### config.mk
export PLATFORM = sky130hd
export DESIGN_NAME = verilog_literal_parser_flat
export DESIGN_NICKNAME = d
export VERILOG_FILES = /design/src/rtl/verilog_literal_parser_pkg.sv /design/src/rtl/verilog_literal_parser_if.sv /design/src/rtl/verilog_literal_parser_digit_decode.sv /design/src/rtl/verilog_literal_parser.sv /design/src/flat_wrapper.sv
export SDC_FILE = /design/constraint.sdc
export NUM_CORES = 1
export LEC_CHECK = 0
export ABC_AREA = 1
export CAP_MARGIN = 20
export CORE_UTILIZATION = 45
export CTS_CLUSTER_SIZE = 40
export DETAILED_ROUTE_END_ITERATION = 16
export PLACE_DENSITY_LB_ADDON = 0.12
export SLEW_MARGIN = 10
export SYNTH_ARGS = -nofsm -noshare
export SYNTH_HDL_FRONTEND = slang
export SYNTH_SLANG_ARGS = --single-unit
### constraint.sdc
create_clock -name clk -period 6.3 [get_ports clk]
set_clock_uncertainty 0.05 [all_clocks]
set_input_delay 0.945 -clock clk [delete_from_list [all_inputs] [get_ports clk]]
set_output_delay 0.945 -clock clk [all_outputs]
set_load 0.01 [all_outputs]
### src/rtl/verilog_literal_parser_pkg.sv
// Shared types and ASCII constants for the Verilog literal parser.
// Optional x/z support in the parser is controlled by LITERAL_PARSER_XZ_EN.
package verilog_literal_pkg;

    typedef logic [2:0] state_t;

    localparam state_t ST_SIZE   = 3'd0;
    localparam state_t ST_BASE   = 3'd1;
    localparam state_t ST_DIGITS = 3'd2;
    localparam state_t ST_DRAIN  = 3'd3;
    localparam state_t ST_HOLD   = 3'd4;

    typedef enum logic [1:0] {
        BASE_BIN = 2'd0,
        BASE_OCT = 2'd1,
        BASE_DEC = 2'd2,
        BASE_HEX = 2'd3
    } base_e;

    localparam logic [7:0] CH_APOS  = 8'h27;
    localparam logic [7:0] CH_UNDER = 8'h5F;
    localparam logic [7:0] CH_0     = 8'h30;
    localparam logic [7:0] CH_9     = 8'h39;
    localparam logic [7:0] CH_LA    = 8'h61;
    localparam logic [7:0] CH_LF    = 8'h66;
    localparam logic [7:0] CH_UA    = 8'h41;
    localparam logic [7:0] CH_UZ    = 8'h5A;
    localparam logic [7:0] CH_LB    = 8'h62;
    localparam logic [7:0] CH_LO    = 8'h6F;
    localparam logic [7:0] CH_LD    = 8'h64;
    localparam logic [7:0] CH_LH    = 8'h68;
    localparam logic [7:0] CH_LX    = 8'h78;
    localparam logic [7:0] CH_LZ    = 8'h7A;
    localparam logic [7:0] CH_QM    = 8'h3F;

    // Fold upper-case letters so base and hex digits are case-insensitive.
    function automatic logic [7:0] to_lower(input logic [7:0] c);
        return (c >= CH_UA && c <= CH_UZ) ? (c | 8'h20) : c;
    endfunction

endpackage

### src/rtl/verilog_literal_parser_if.sv
// Character-in / result-out stream bundle for the literal parser.
// out_xmask exists only when LITERAL_PARSER_XZ_EN is defined.
interface verilog_literal_parser_if #(
    parameter int unsigned MAX_WIDTH = 32,
    parameter int unsigned WW        = $clog2(MAX_WIDTH + 1)
);
    logic                 in_valid;
    logic                 in_ready;
    logic [7:0]           in_data;
    logic                 in_last;
    logic                 out_valid;
    logic                 out_ready;
    logic [MAX_WIDTH-1:0] out_value;
    logic [WW-1:0]        out_width;
    logic                 out_error;
`ifdef LITERAL_PARSER_XZ_EN
    logic [MAX_WIDTH-1:0] out_xmask;

    modport master (output in_valid, in_data, in_last, out_ready,
                    input  in_ready, out_valid, out_value, out_width, out_error, out_xmask);
    modport slave  (input  in_valid, in_data, in_last, out_ready,
                    output in_ready, out_valid, out_value, out_width, out_error, out_xmask);
`else
    modport master (output in_valid, in_data, in_last, out_ready,
                    input  in_ready, out_valid, out_value, out_width, out_error);
    modport slave  (input  in_valid, in_data, in_last, out_ready,
                    output in_ready, out_valid, out_value, out_width, out_error);
`endif
endinterface

### src/rtl/verilog_literal_parser_digit_decode.sv
// Combinational ASCII digit classifier for a given base.
// x/z/? digits are recognised only when LITERAL_PARSER_XZ_EN is defined.
module literal_digit_decode
    import verilog_literal_pkg::*;
(
    input  logic [7:0] ch_i,
    input  base_e      base_i,
    output logic [3:0] digit_c_o,
    output logic       legal_c_o,
    output logic       under_c_o
`ifdef LITERAL_PARSER_XZ_EN
   ,output logic       is_x_c_o,
    output logic       is_z_c_o
`endif
);

    logic [7:0] lc;
    logic       is_num;

    always_comb begin
        lc        = to_lower(ch_i);
        is_num    = 1'b0;
        digit_c_o = 4'd0;
        legal_c_o = 1'b0;
        under_c_o = 1'b0;
`ifdef LITERAL_PARSER_XZ_EN
        is_x_c_o  = 1'b0;
        is_z_c_o  = 1'b0;
`endif
        if (lc >= CH_0 && lc <= CH_9) begin
            is_num    = 1'b1;
            digit_c_o = 4'(lc - CH_0);
        end else if (lc >= CH_LA && lc <= CH_LF) begin
            is_num    = 1'b1;
            digit_c_o = 4'(lc - CH_LA + 8'd10);
        end else if (lc == CH_UNDER) begin
            under_c_o = 1'b1;
        end
`ifdef LITERAL_PARSER_XZ_EN
        else if (lc == CH_LX) begin
            is_x_c_o = 1'b1;
        end else if (lc == CH_LZ || lc == CH_QM) begin
            // z drives every value bit of the digit to 1
            is_z_c_o  = 1'b1;
            digit_c_o = (base_i == BASE_HEX) ? 4'hF : (base_i == BASE_OCT) ? 4'h7 : 4'h1;
        end
`endif
        case (base_i)
            BASE_BIN: legal_c_o = is_num && (digit_c_o < 4'd2);
            BASE_OCT: legal_c_o = is_num && (digit_c_o < 4'd8);
            BASE_DEC: legal_c_o = is_num && (digit_c_o < 4'd10);
            default:  legal_c_o = is_num;
        endcase
`ifdef LITERAL_PARSER_XZ_EN
        if ((is_x_c_o || is_z_c_o) && base_i != BASE_DEC) legal_c_o = 1'b1;
`endif
    end

endmodule

### src/rtl/verilog_literal_parser.sv
// Streaming parser from Verilog number literals (sized/unsized) to binary values.
// Define LITERAL_PARSER_XZ_EN to accept x/z/? digits and produce out_xmask.
module verilog_literal_parser
    import verilog_literal_pkg::*;
#(
    parameter int unsigned MAX_WIDTH = 32,
    parameter int unsigned WW        = $clog2(MAX_WIDTH + 1)
) (
    input logic                     clk,
    input logic                     rst_n,
    verilog_literal_parser_if.slave bus
);

    localparam int unsigned AW = MAX_WIDTH + 4;

    state_t               state_q, state_d;
    base_e                base_q, base_d, dec_base, base_sel;
    logic [MAX_WIDTH-1:0] acc_q, acc_d;
    logic [WW-1:0]        size_q, size_d;
    logic                 ovf_q, ovf_d, err_q, err_d, sized_q, sized_d, any_q, any_d;
    logic                 out_valid_q, out_valid_d, out_error_q, out_error_d;
    logic [MAX_WIDTH-1:0] out_value_q, out_value_d;
    logic [WW-1:0]        out_width_q, out_width_d;
    logic [AW-1:0]        acc_ext, prod, mask_ext, fin_ext;
    logic [3:0]           digit;
    logic                 legal, under, prod_ovf, accept, finish, fin_err, base_ok, size_bad;
    logic [7:0]           lc;
`ifdef LITERAL_PARSER_XZ_EN
    logic [MAX_WIDTH-1:0] xmask_q, xmask_d, out_xmask_q, out_xmask_d;
    logic [AW-1:0]        xm_ext, xprod;
    logic                 is_x, is_z;
`endif

    // Size field is always decimal.
    assign dec_base = (state_q == ST_SIZE) ? BASE_DEC : base_q;
    assign accept   = bus.in_valid && !out_valid_q;
    assign lc       = to_lower(bus.in_data);

    literal_digit_decode u_decode (
        .ch_i      (bus.in_data),
        .base_i    (dec_base),
        .digit_c_o (digit),
        .legal_c_o (legal),
        .under_c_o (under)
`ifdef LITERAL_PARSER_XZ_EN
       ,.is_x_c_o  (is_x),
        .is_z_c_o  (is_z)
`endif
    );

    // Next accumulator value with headroom to detect bits at/above MAX_WIDTH.
    always_comb begin
        acc_ext = AW'(acc_q);
        case (dec_base)
            BASE_BIN: prod = (acc_ext << 1) | AW'(digit);
            BASE_OCT: prod = (acc_ext << 3) | AW'(digit);
            BASE_HEX: prod = (acc_ext << 4) | AW'(digit);
            default:  prod = acc_ext * AW'(10) + AW'(digit);
        endcase
        prod_ovf = |prod[AW-1:MAX_WIDTH];
`ifdef LITERAL_PARSER_XZ_EN
        xm_ext = AW'(xmask_q);
        case (dec_base)
            BASE_BIN: xprod = (xm_ext << 1) | AW'({3'd0, is_x | is_z});
            BASE_OCT: xprod = (xm_ext << 3) | AW'((is_x | is_z) ? 4'h7 : 4'h0);
            BASE_HEX: xprod = (xm_ext << 4) | AW'((is_x | is_z) ? 4'hF : 4'h0);
            default:  xprod = xm_ext;
        endcase
`endif
    end

    always_comb begin
        base_ok  = 1'b1;
        base_sel = BASE_BIN;
        case (lc)
            CH_LB:   base_sel = BASE_BIN;
            CH_LO:   base_sel = BASE_OCT;
            CH_LD:   base_sel = BASE_DEC;
            CH_LH:   base_sel = BASE_HEX;
            default: base_ok  = 1'b0;
        endcase
    end

    assign size_bad = ovf_q || (acc_q > MAX_WIDTH'(MAX_WIDTH));

    always_comb begin
        state_d     = state_q;
        base_d      = base_q;
        acc_d       = acc_q;
        ovf_d       = ovf_q;
        err_d       = err_q;
        sized_d     = sized_q;
        any_d       = any_q;
        size_d      = size_q;
        out_valid_d = out_valid_q;
        out_value_d = out_value_q;
        out_width_d = out_width_q;
        out_error_d = out_error_q;
`ifdef LITERAL_PARSER_XZ_EN
        xmask_d     = xmask_q;
        out_xmask_d = out_xmask_q;
`endif
        finish   = 1'b0;
        fin_err  = 1'b0;
        mask_ext = '0;
        fin_ext  = '0;

        if (state_q == ST_HOLD) begin
            if (bus.out_ready) begin
                out_valid_d = 1'b0;
                state_d     = ST_SIZE;
            end
        end else if (accept) begin
            case (state_q)
                ST_SIZE: begin
                    if (legal) begin
                        acc_d = prod[MAX_WIDTH-1:0];
                        ovf_d = ovf_q | prod_ovf;
                        any_d = 1'b1;
                    end else if (bus.in_data == CH_APOS) begin
                        if (size_bad || acc_q == '0) err_d = 1'b1;
                        size_d  = size_bad ? WW'(MAX_WIDTH) : WW'(acc_q);
                        sized_d = 1'b1;
                        acc_d   = '0;
                        ovf_d   = 1'b0;
                        any_d   = 1'b0;
                        state_d = ST_BASE;
                    end else begin
                        err_d   = 1'b1;
                        state_d = ST_DRAIN;
                    end
                end
                ST_BASE: begin
                    if (base_ok) begin
                        base_d  = base_sel;
                        state_d = ST_DIGITS;
                    end else begin
                        err_d   = 1'b1;
                        state_d = ST_DRAIN;
                    end
                end
                ST_DIGITS: begin
                    if (legal) begin
                        acc_d = prod[MAX_WIDTH-1:0];
                        ovf_d = ovf_q | prod_ovf;
                        any_d = 1'b1;
`ifdef LITERAL_PARSER_XZ_EN
                        xmask_d = xprod[MAX_WIDTH-1:0];
`endif
                    end else if (!(under && any_q)) begin
                        err_d   = 1'b1;
                        state_d = ST_DRAIN;
                    end
                end
                default: ;
            endcase
            finish = bus.in_last;
        end

        // Publish the result and rearm the token state in one step.
        if (finish) begin
            mask_ext = (AW'(1) << size_d) - AW'(1);
            fin_ext  = AW'(acc_d);
            fin_err  = err_d || ovf_d || (sized_d && !any_d)
                    || (sized_d && ((fin_ext & ~mask_ext) != '0));
            out_valid_d = 1'b1;
            out_error_d = fin_err;
            out_width_d = sized_d ? size_d : '0;
            out_value_d = sized_d ? MAX_WIDTH'(fin_ext & mask_ext) : acc_d;
`ifdef LITERAL_PARSER_XZ_EN
            out_xmask_d = sized_d ? MAX_WIDTH'(AW'(xmask_d) & mask_ext) : xmask_d;
            xmask_d     = '0;
`endif
            state_d = ST_HOLD;
            acc_d   = '0;
            ovf_d   = 1'b0;
            err_d   = 1'b0;
            sized_d = 1'b0;
            any_d   = 1'b0;
            size_d  = '0;
        end
    end

    always_ff @(posedge clk) begin
        if (!rst_n) begin
            state_q     <= ST_SIZE;
            base_q      <= BASE_BIN;
            acc_q       <= '0;
            ovf_q       <= 1'b0;
            err_q       <= 1'b0;
            sized_q     <= 1'b0;
            any_q       <= 1'b0;
            size_q      <= '0;
            out_valid_q <= 1'b0;
            out_value_q <= '0;
            out_width_q <= '0;
            out_error_q <= 1'b0;
`ifdef LITERAL_PARSER_XZ_EN
            xmask_q     <= '0;
            out_xmask_q <= '0;
`endif
        end else begin
            state_q     <= state_d;
            base_q      <= base_d;
            acc_q       <= acc_d;
            ovf_q       <= ovf_d;
            err_q       <= err_d;
            sized_q     <= sized_d;
            any_q       <= any_d;
            size_q      <= size_d;
            out_valid_q <= out_valid_d;
            out_value_q <= out_value_d;
            out_width_q <= out_width_d;
            out_error_q <= out_error_d;
`ifdef LITERAL_PARSER_XZ_EN
            xmask_q     <= xmask_d;
            out_xmask_q <= out_xmask_d;
`endif
        end
    end

    assign bus.in_ready  = !out_valid_q;
    assign bus.out_valid = out_valid_q;
    assign bus.out_value = out_value_q;
    assign bus.out_width = out_width_q;
    assign bus.out_error = out_error_q;
`ifdef LITERAL_PARSER_XZ_EN
    assign bus.out_xmask = out_xmask_q;
`endif

endmodule

### src/flat_wrapper.sv
// flat-port wrapper written by rule: the top's interface ports become plain ports
module verilog_literal_parser_flat import verilog_literal_pkg::*;
#(
    parameter int unsigned MAX_WIDTH = 32,
    parameter int unsigned WW        = $clog2(MAX_WIDTH + 1)
)
  (clk, rst_n, bus_in_valid, bus_in_data, bus_in_last, bus_out_ready, bus_in_ready, bus_out_valid, bus_out_value, bus_out_width, bus_out_error);
  verilog_literal_parser_if #(.MAX_WIDTH(MAX_WIDTH), .WW(WW)) bus_i ();
  input logic clk;
  input logic rst_n;
  input wire logic [$bits(bus_i.in_valid)-1:0] bus_in_valid;
  input wire logic [$bits(bus_i.in_data)-1:0] bus_in_data;
  input wire logic [$bits(bus_i.in_last)-1:0] bus_in_last;
  input wire logic [$bits(bus_i.out_ready)-1:0] bus_out_ready;
  output wire logic [$bits(bus_i.in_ready)-1:0] bus_in_ready;
  output wire logic [$bits(bus_i.out_valid)-1:0] bus_out_valid;
  output wire logic [$bits(bus_i.out_value)-1:0] bus_out_value;
  output wire logic [$bits(bus_i.out_width)-1:0] bus_out_width;
  output wire logic [$bits(bus_i.out_error)-1:0] bus_out_error;
  assign bus_i.in_valid = bus_in_valid;
  assign bus_i.in_data = bus_in_data;
  assign bus_i.in_last = bus_in_last;
  assign bus_i.out_ready = bus_out_ready;
  assign bus_in_ready = bus_i.in_ready;
  assign bus_out_valid = bus_i.out_valid;
  assign bus_out_value = bus_i.out_value;
  assign bus_out_width = bus_i.out_width;
  assign bus_out_error = bus_i.out_error;
  verilog_literal_parser #(.MAX_WIDTH(MAX_WIDTH), .WW(WW)) u_core (.clk(clk), .rst_n(rst_n), .bus(bus_i));
endmodule
==> flow_metrics.py, run 1 <==
metrics = {
    "layout": {
        "final_cell_mix": "557 x nand2_1, 210 x inv_1, 186 x nor2_1",
        "utilization_pct": 50.6,
        "stdcell_count": 2139,
        "diodes": 0,
        "seq_area_sq_mm": 0.00174,
        "n_fill_cell": 2533,
        "drive_above_1_share_pct": 6.74,
        "area_growth_pct": 10.0,
        "nets": 1940,
        "final_common_cell": "nand2_1",
        "multi_input_area_sq_mm": 0.00758,
    },
    "clocking": {
        "root_buffer": "clkbuf_16",
        "post_cts_buffers": 0,
        "clk_pin_slew_ns": 0.07,
        "clock_sinks": 87,
        "ctsHoldBuffers": 0,
        "htreeDepth": 3,
        "tritoncts": "built",
        "cts_buffers": 9,
        "cts_resized": 0,
        "clock_latency_ns": 0.34,
        "cts_buffer_depth": 2,
    },
    "detailed_routing": {
        "dr.pass1.iters": 5,
        "wirelength_mm": 35.9,
        "wl_per_cell_um": 16.8,
        "ant_nets": 0,
        "dr_total_vias": 11900,
        "drtIter0Drc": 889,
        "viasPerCell": 5.57,
        "drc": 0,
    },
    "power": {
        "p_seq_share_pct": 35.3,
        "combPwrFrac_pct": 31.2,
        "totalPowerFinal_mw": 1.65,
        "internal-power_mw": 1.04,
        "p_per_area_mw_per_mm2": 143,
        "peakVddDrop_uv": 123,
        "p_sw_share_pct": 37.1,
        "leakage_nw": 5.36,
        "power_frac_clock_pct": 33.5,
        "p_sw_mw": 0.610,
    },
    "yosys": {
        "synth_top_area_share_pct": 20.0,
        "ys_top_cells_by_area": "nand2_1 20%, dfxtp_1 17%, ha_1 9.1%",
        "synth_xor_area_share_pct": 2.17,
        "yosys_warnings": 0,
        "synth-compound-area-share_pct": 15.4,
        "avgSynthCellArea_sq_um": 5.72,
        "muxShareOfSynthArea_pct": 0,
        "ys_seq_area_share_pct": 16.7,
        "synth-simple-area-share_pct": 45.6,
        "ys_ff_latch": 87,
        "synth_top_cell_by_area": "nand2_1",
        "synth_top_family_by_area": "simple AND/OR/NAND/NOR gates",
        "netlist_area_sq_mm": 0.0104,
        "synthCells": 1824,
        "yosysUniqueCellTypes": 53,
        "yosys.area_share.adder_pct": 9.49,
        "syn_nets": 1915,
    },
    "timing": {
        "drv_slew": 0,
        "layout_worst_path_cycle_share_pct": 89.7,
        "tns_ns": 0,
        "rsz0062_at_grt": "no",
        "slew_headroom_pct": 43.9,
        "tightest_slew_ns": 0.839,
        "fmax_mhz": 177,
        "holdWs_ns": 0.417,
        "finalHoldViolations": 0,
        "min_period_ns": 5.65,
        "setup_violations": 0,
    },
    "global_routing": {
        "grtUsageMet3_pct": 2.91,
        "use_met1_pct": 39.9,
        "busiest_layer": "met2",
        "grt_pass1_wl_mm": 58.0,
        "overflow": 0,
        "grtUsageMet2_pct": 51.7,
        "antenna_found_initial": 0,
        "grt_use_total_pct": 30.5,
        "grt_max_degree": 45,
        "grt_pass1_vias": 11200,
    },
    "placed_design": {
        "placedCellCount": 2123,
        "io_buffers": 53,
        "gp_congestion": 0.969,
        "place_hpwl_mm": 29.5,
    },
    "worst_setup_path": {
        "critPathCaptureType": "flip-flop",
        "worstPathArrival_ns": 5.88,
        "worstPathMaxFanout": 13,
        "path_class": "in2reg",
        "cpLargestDelayFamily": "simple AND/OR/NAND/NOR gates",
        "cpPeakStageDelay_ns": 0.58,
        "cp.buffers_inverters": 6,
        "worstPathRequired_ns": 6.53,
        "cpMostUsedCell": "nand2_1",
        "critPathSlowestCell": "clkdlybuf4s50_1",
        "cp-start-kind": "input port",
    },
    "floorplan": {
        "die_w_um": 154,
        "design.core.area_sq_mm": 0.0227,
        "rows": 55,
        "ios": 54,
        "die_h_um": 154,
        "dieArea_sq_mm": 0.0238,
        "start_util_pct": 46.0,
    },
    "job": {
        "cap_violations": 0,
    },
    "run_status": {
        "status": "completed",
    },
    "hold_path": {
        "holdCritPathClass": "reg2reg",
    },
}
## cells in the mapped netlist (all sizes together)
| master | n |
|---|---|
| nor2 | 212 |
| o22ai | 27 |
| nor3b | 3 |
| nand3b | 8 |
| clkinv | 4 |
| buf | 13 |
| a21o | 1 |
| xor2 | 20 |
| or2 | 3 |
| nor4 | 4 |
| and3 | 2 |
| o21a | 1 |
| o211ai | 13 |
| o221ai | 11 |
| nand2 | 586 |
| o21bai | 4 |
| a221oi | 1 |
| a21oi | 122 |
| nand4 | 53 |
| o21ai | 93 |
| o2111a | 1 |
| a31oi | 2 |
| o41ai | 2 |
| inv | 229 |
| nand3 | 168 |
| a311oi | 1 |
| clkbuf | 36 |
| xnor2 | 5 |
| dfxtp | 87 |
| nor3 | 29 |
| nor2b | 1 |
| o31ai | 1 |
| a211oi | 3 |
| fa | 2 |
| ha | 76 |
## tightest hold or removal path: cells and delay by family (launching register included)
kind            cells  cell delay [ns]
flops               1             0.31
simple gates        1             0.06
compound gates      1             0.05
## power by group through the flow
stage | Clock, mW | Sequential (mW) | Combinational (mW)
after floorplan | 0 | 0.587 | 0.375
after global placement | 0 | 0.592 | 0.502
after detailed placement | 0 | 0.592 | 0.504
after CTS | 0.564 | 0.580 | 0.507
after global routing | 0.584 | 0.582 | 0.578
final | 0.552 | 0.581 | 0.513
## registers in the layout (all words and copies together) (netlist names), 2 cells and up
| name | cells |
|---|---|
| u_core.base_q | 2 |
| u_core.acc_q | 32 |
| u_core.size_q | 6 |
| u_core.state_q | 3 |
| u_core.bus.out_width | 6 |
| u_core.bus.out_value | 32 |
## path summary, 6_finish.rpt
| path | startpoint | end | slack (ns) | cells after the start |
|---|---|---|---|---|
| setup / recovery | bus_in_data[0] | u_core.bus.out_error | 0.65 | 38 |
| hold / removal | u_core.bus.out_value[28] | u_core.bus.out_value[28] | 0.42 | 2 |
| setup reg to reg | u_core.acc_q[3] | u_core.bus.out_error | 1.67 | 25 |
| hold reg to reg | u_core.bus.out_value[28] | u_core.bus.out_value[28] | 0.42 | 2 |
## cell type report
type	count	area share, %
clock buffer	9	1.96
clock inverter	7	0.697
inverter	233	7.64
multi-input combinational	1455	66.0
sequential	87	15.2
tap	285	3.10
timing repair buffer	63	5.45
## kinds of logic after synthesis
| logic type | after synthesis |
|---|---|
| buf+inv | 282 |
| simple gates | 1069 |
| xor+xnor | 25 |
| fa+ha+maj | 78 |
| compound gates | 283 |
| flops | 87 |
## metrics by stage
stage                     setup slack [ns]  cell area, sq um
final                                0.649             11500
after global routing                0.0392             11500
after floorplan                       1.45             10400
after detailed placement             0.370             11200
after CTS                            0.713             11500
after global placement               0.492             11200
## per-layer routing
layer,up-vias,part of all wire [%]
met3,62,5.3
li1,6053,-
met2,359,46
met5,-,0
met1,5445,45
met4,0,3.4
Power figures use the tool's default switching activity.
==> run 2, diff against run 1 <==
--- a/config.mk
+++ b/config.mk
@@ -11,7 +11,6 @@
 export CTS_CLUSTER_SIZE = 40
 export DETAILED_ROUTE_END_ITERATION = 16
 export PLACE_DENSITY_LB_ADDON = 0.12
-export SLEW_MARGIN = 10
 export SYNTH_ARGS = -nofsm -noshare
 export SYNTH_HDL_FRONTEND = slang
 export SYNTH_SLANG_ARGS = --single-unit
==> flow_metrics.py, run 2 (synthesis gave the netlist of run 1 again) <==
metrics = {
    "job": {
        "cap_violations": 0,
    },
    "clocking": {
        "ctsHoldBuffers": 0,
        "clock_sinks": 87,
        "htreeDepth": 3,
        "cts_resized": 0,
        "clock_latency_ns": 0.35,
        "tritoncts": "built",
        "cts_buffers": 9,
        "root_buffer": "clkbuf_16",
        "clk_pin_slew_ns": 0.07,
        "cts_buffer_depth": 2,
        "post_cts_buffers": 0,
    },
    "global_routing": {
        "grt_use_total_pct": 30.4,
        "grt_max_degree": 45,
        "overflow": 0,
        "antenna_found_initial": 0,
        "grt_pass1_vias": 11200,
        "grt_pass1_wl_mm": 57.9,
    },
    "placed_design": {
        "io_buffers": 53,
        "place_area_sq_mm": 0.0112,
        "gp_congestion": 0.969,
        "place_hpwl_mm": 29.5,
        "pre_cts_slack_ns": 0.369,
    },
    "detailed_routing": {
        "ant_nets": 0,
        "drc": 0,
        "viasPerCell": 5.58,
        "drtIter0Drc": 935,
        "wirelength_mm": 36.0,
        "dr_total_vias": 11900,
        "dr.pass1.iters": 5,
        "wl_per_cell_um": 16.8,
    },
    "worst_setup_path": {
        "cp-start-kind": "input port",
        "critPathCaptureType": "flip-flop",
        "path_class": "in2reg",
        "worstPathRequired_ns": 6.53,
        "cpMostUsedCell": "nand2_1",
        "cp.buffers_inverters": 6,
        "cpPeakStageDelay_ns": 0.58,
        "worstPathArrival_ns": 5.91,
        "critPathSlowestCell": "clkdlybuf4s50_1",
        "worst-r2r-setup-slack_ns": 1.70,
        "worstPathMaxFanout": 13,
        "r2r_cells": 25,
        "timing.rr.end": "u_core.bus.out_error",
        "r2r_start": "u_core.acc_q[3]",
        "cpLargestDelayFamily": "simple AND/OR/NAND/NOR gates",
    },
    "timing": {
        "finalHoldViolations": 0,
        "slew_headroom_pct": 43.6,
        "layout_worst_path_cycle_share_pct": 90.2,
        "fmax_mhz": 176,
        "min_period_ns": 5.68,
        "drv_slew": 0,
        "setup_violations": 0,
        "tns_ns": 0,
        "tightest_slew_ns": 0.843,
        "setup_ws_ns": 0.620,
        "holdWs_ns": 0.414,
        "rsz0062_at_grt": "no",
    },
    "power": {
        "leakage_nw": 5.36,
        "p_per_area_mw_per_mm2": 143,
        "peakVddDrop_uv": 165,
    },
    "layout": {
        "final_common_cell": "nand2_1",
        "final_cell_mix": "557 x nand2_1, 210 x inv_1, 186 x nor2_1",
        "n_fill_cell": 2528,
        "nets": 1940,
        "diodes": 0,
        "area_growth_pct": 9.96,
        "seq_area_sq_mm": 0.00174,
        "multi_input_area_sq_mm": 0.00758,
        "fin_area_sq_mm": 0.0115,
        "drive_above_1_share_pct": 6.74,
    },
    "floorplan": {
        "start_util_pct": 46.0,
        "die_w_um": 154,
        "ios": 54,
        "design.core.area_sq_mm": 0.0227,
        "dieArea_sq_mm": 0.0238,
        "die_h_um": 154,
        "rows": 55,
    },
    "run_status": {
        "status": "completed",
    },
    "hold_path": {
        "holdCritPathClass": "reg2reg",
        "min_path_cells": 2,
        "hold_start": "u_core.bus.out_value[1]",
        "holdPathEnd": "u_core.bus.out_value[1]",
    },
}
## run 2: how the worst max path moves through the flow
| stage | start | endpoint | slack [ns] | cells after the start |
|---|---|---|---|---|
| 3_3_place_gp | bus_in_data[0] | u_core.bus.out_error | 0.49 | 35 |
| 3_5_place_dp | bus_in_data[0] | u_core.bus.out_error | 0.37 | 37 |
| 4_1_cts | bus_in_data[0] | u_core.bus.out_error | 0.72 | 38 |
| 6_report | bus_in_data[0] | u_core.bus.out_error | 0.62 | 38 |
| 2_1_floorplan | bus_in_data[0] | u_core.bus.out_error | 1.45 | 39 |
| 5_1_grt | bus_in_data[0] | u_core.bus.out_error | 0.02 | 40 |
## run 2: through the flow
step | instances | util, % | total power, mW
6_report | 2139 | 50.5 | 1.65
5_1_grt | 2139 | 50.5 | 1.73
4_1_cts | 2139 | 50.5 | 1.65
3_5_place_dp | 2123 | 49.2 | 1.10
3_3_place_gp | 2122 | 49.1 | 1.09
2_1_floorplan | 1824 | - | 0.962
## run 2: area by class of cell
class / instances / share of cell area, %
timing repair buffer: 63 / 5.38
clock inverter: 7 / 0.698
inverter: 233 / 7.64
tap: 285 / 3.11
multi-input combinational: 1455 / 66.0
sequential: 87 / 15.2
clock buffer: 9 / 1.96
## run 2: routing by layer
layer	share of wire (%)	GRT usage [%]
met1	46	39.8
met2	46	51.8
met3	5.0	2.97
met4	3.4	11.3
met5	0	0
## run 2: worst min-delay path, cell delays in order, from the launching register on
cell and delay, ns:
dfxtp_1 0.31, nand2_1 0.06, a21oi_1 0.05
## run 2: where the power goes
| part | leakage [nW] | internal (mW) | switching [mW] |
|---|---|---|---|
| clock network | 0.148 | 0.312 | 0.241 |
| logic | 4.51 | 0.160 | 0.353 |
| registers | 0.702 | 0.562 | 0.0183 |
| total | 5.36 | 1.03 | 0.612 |
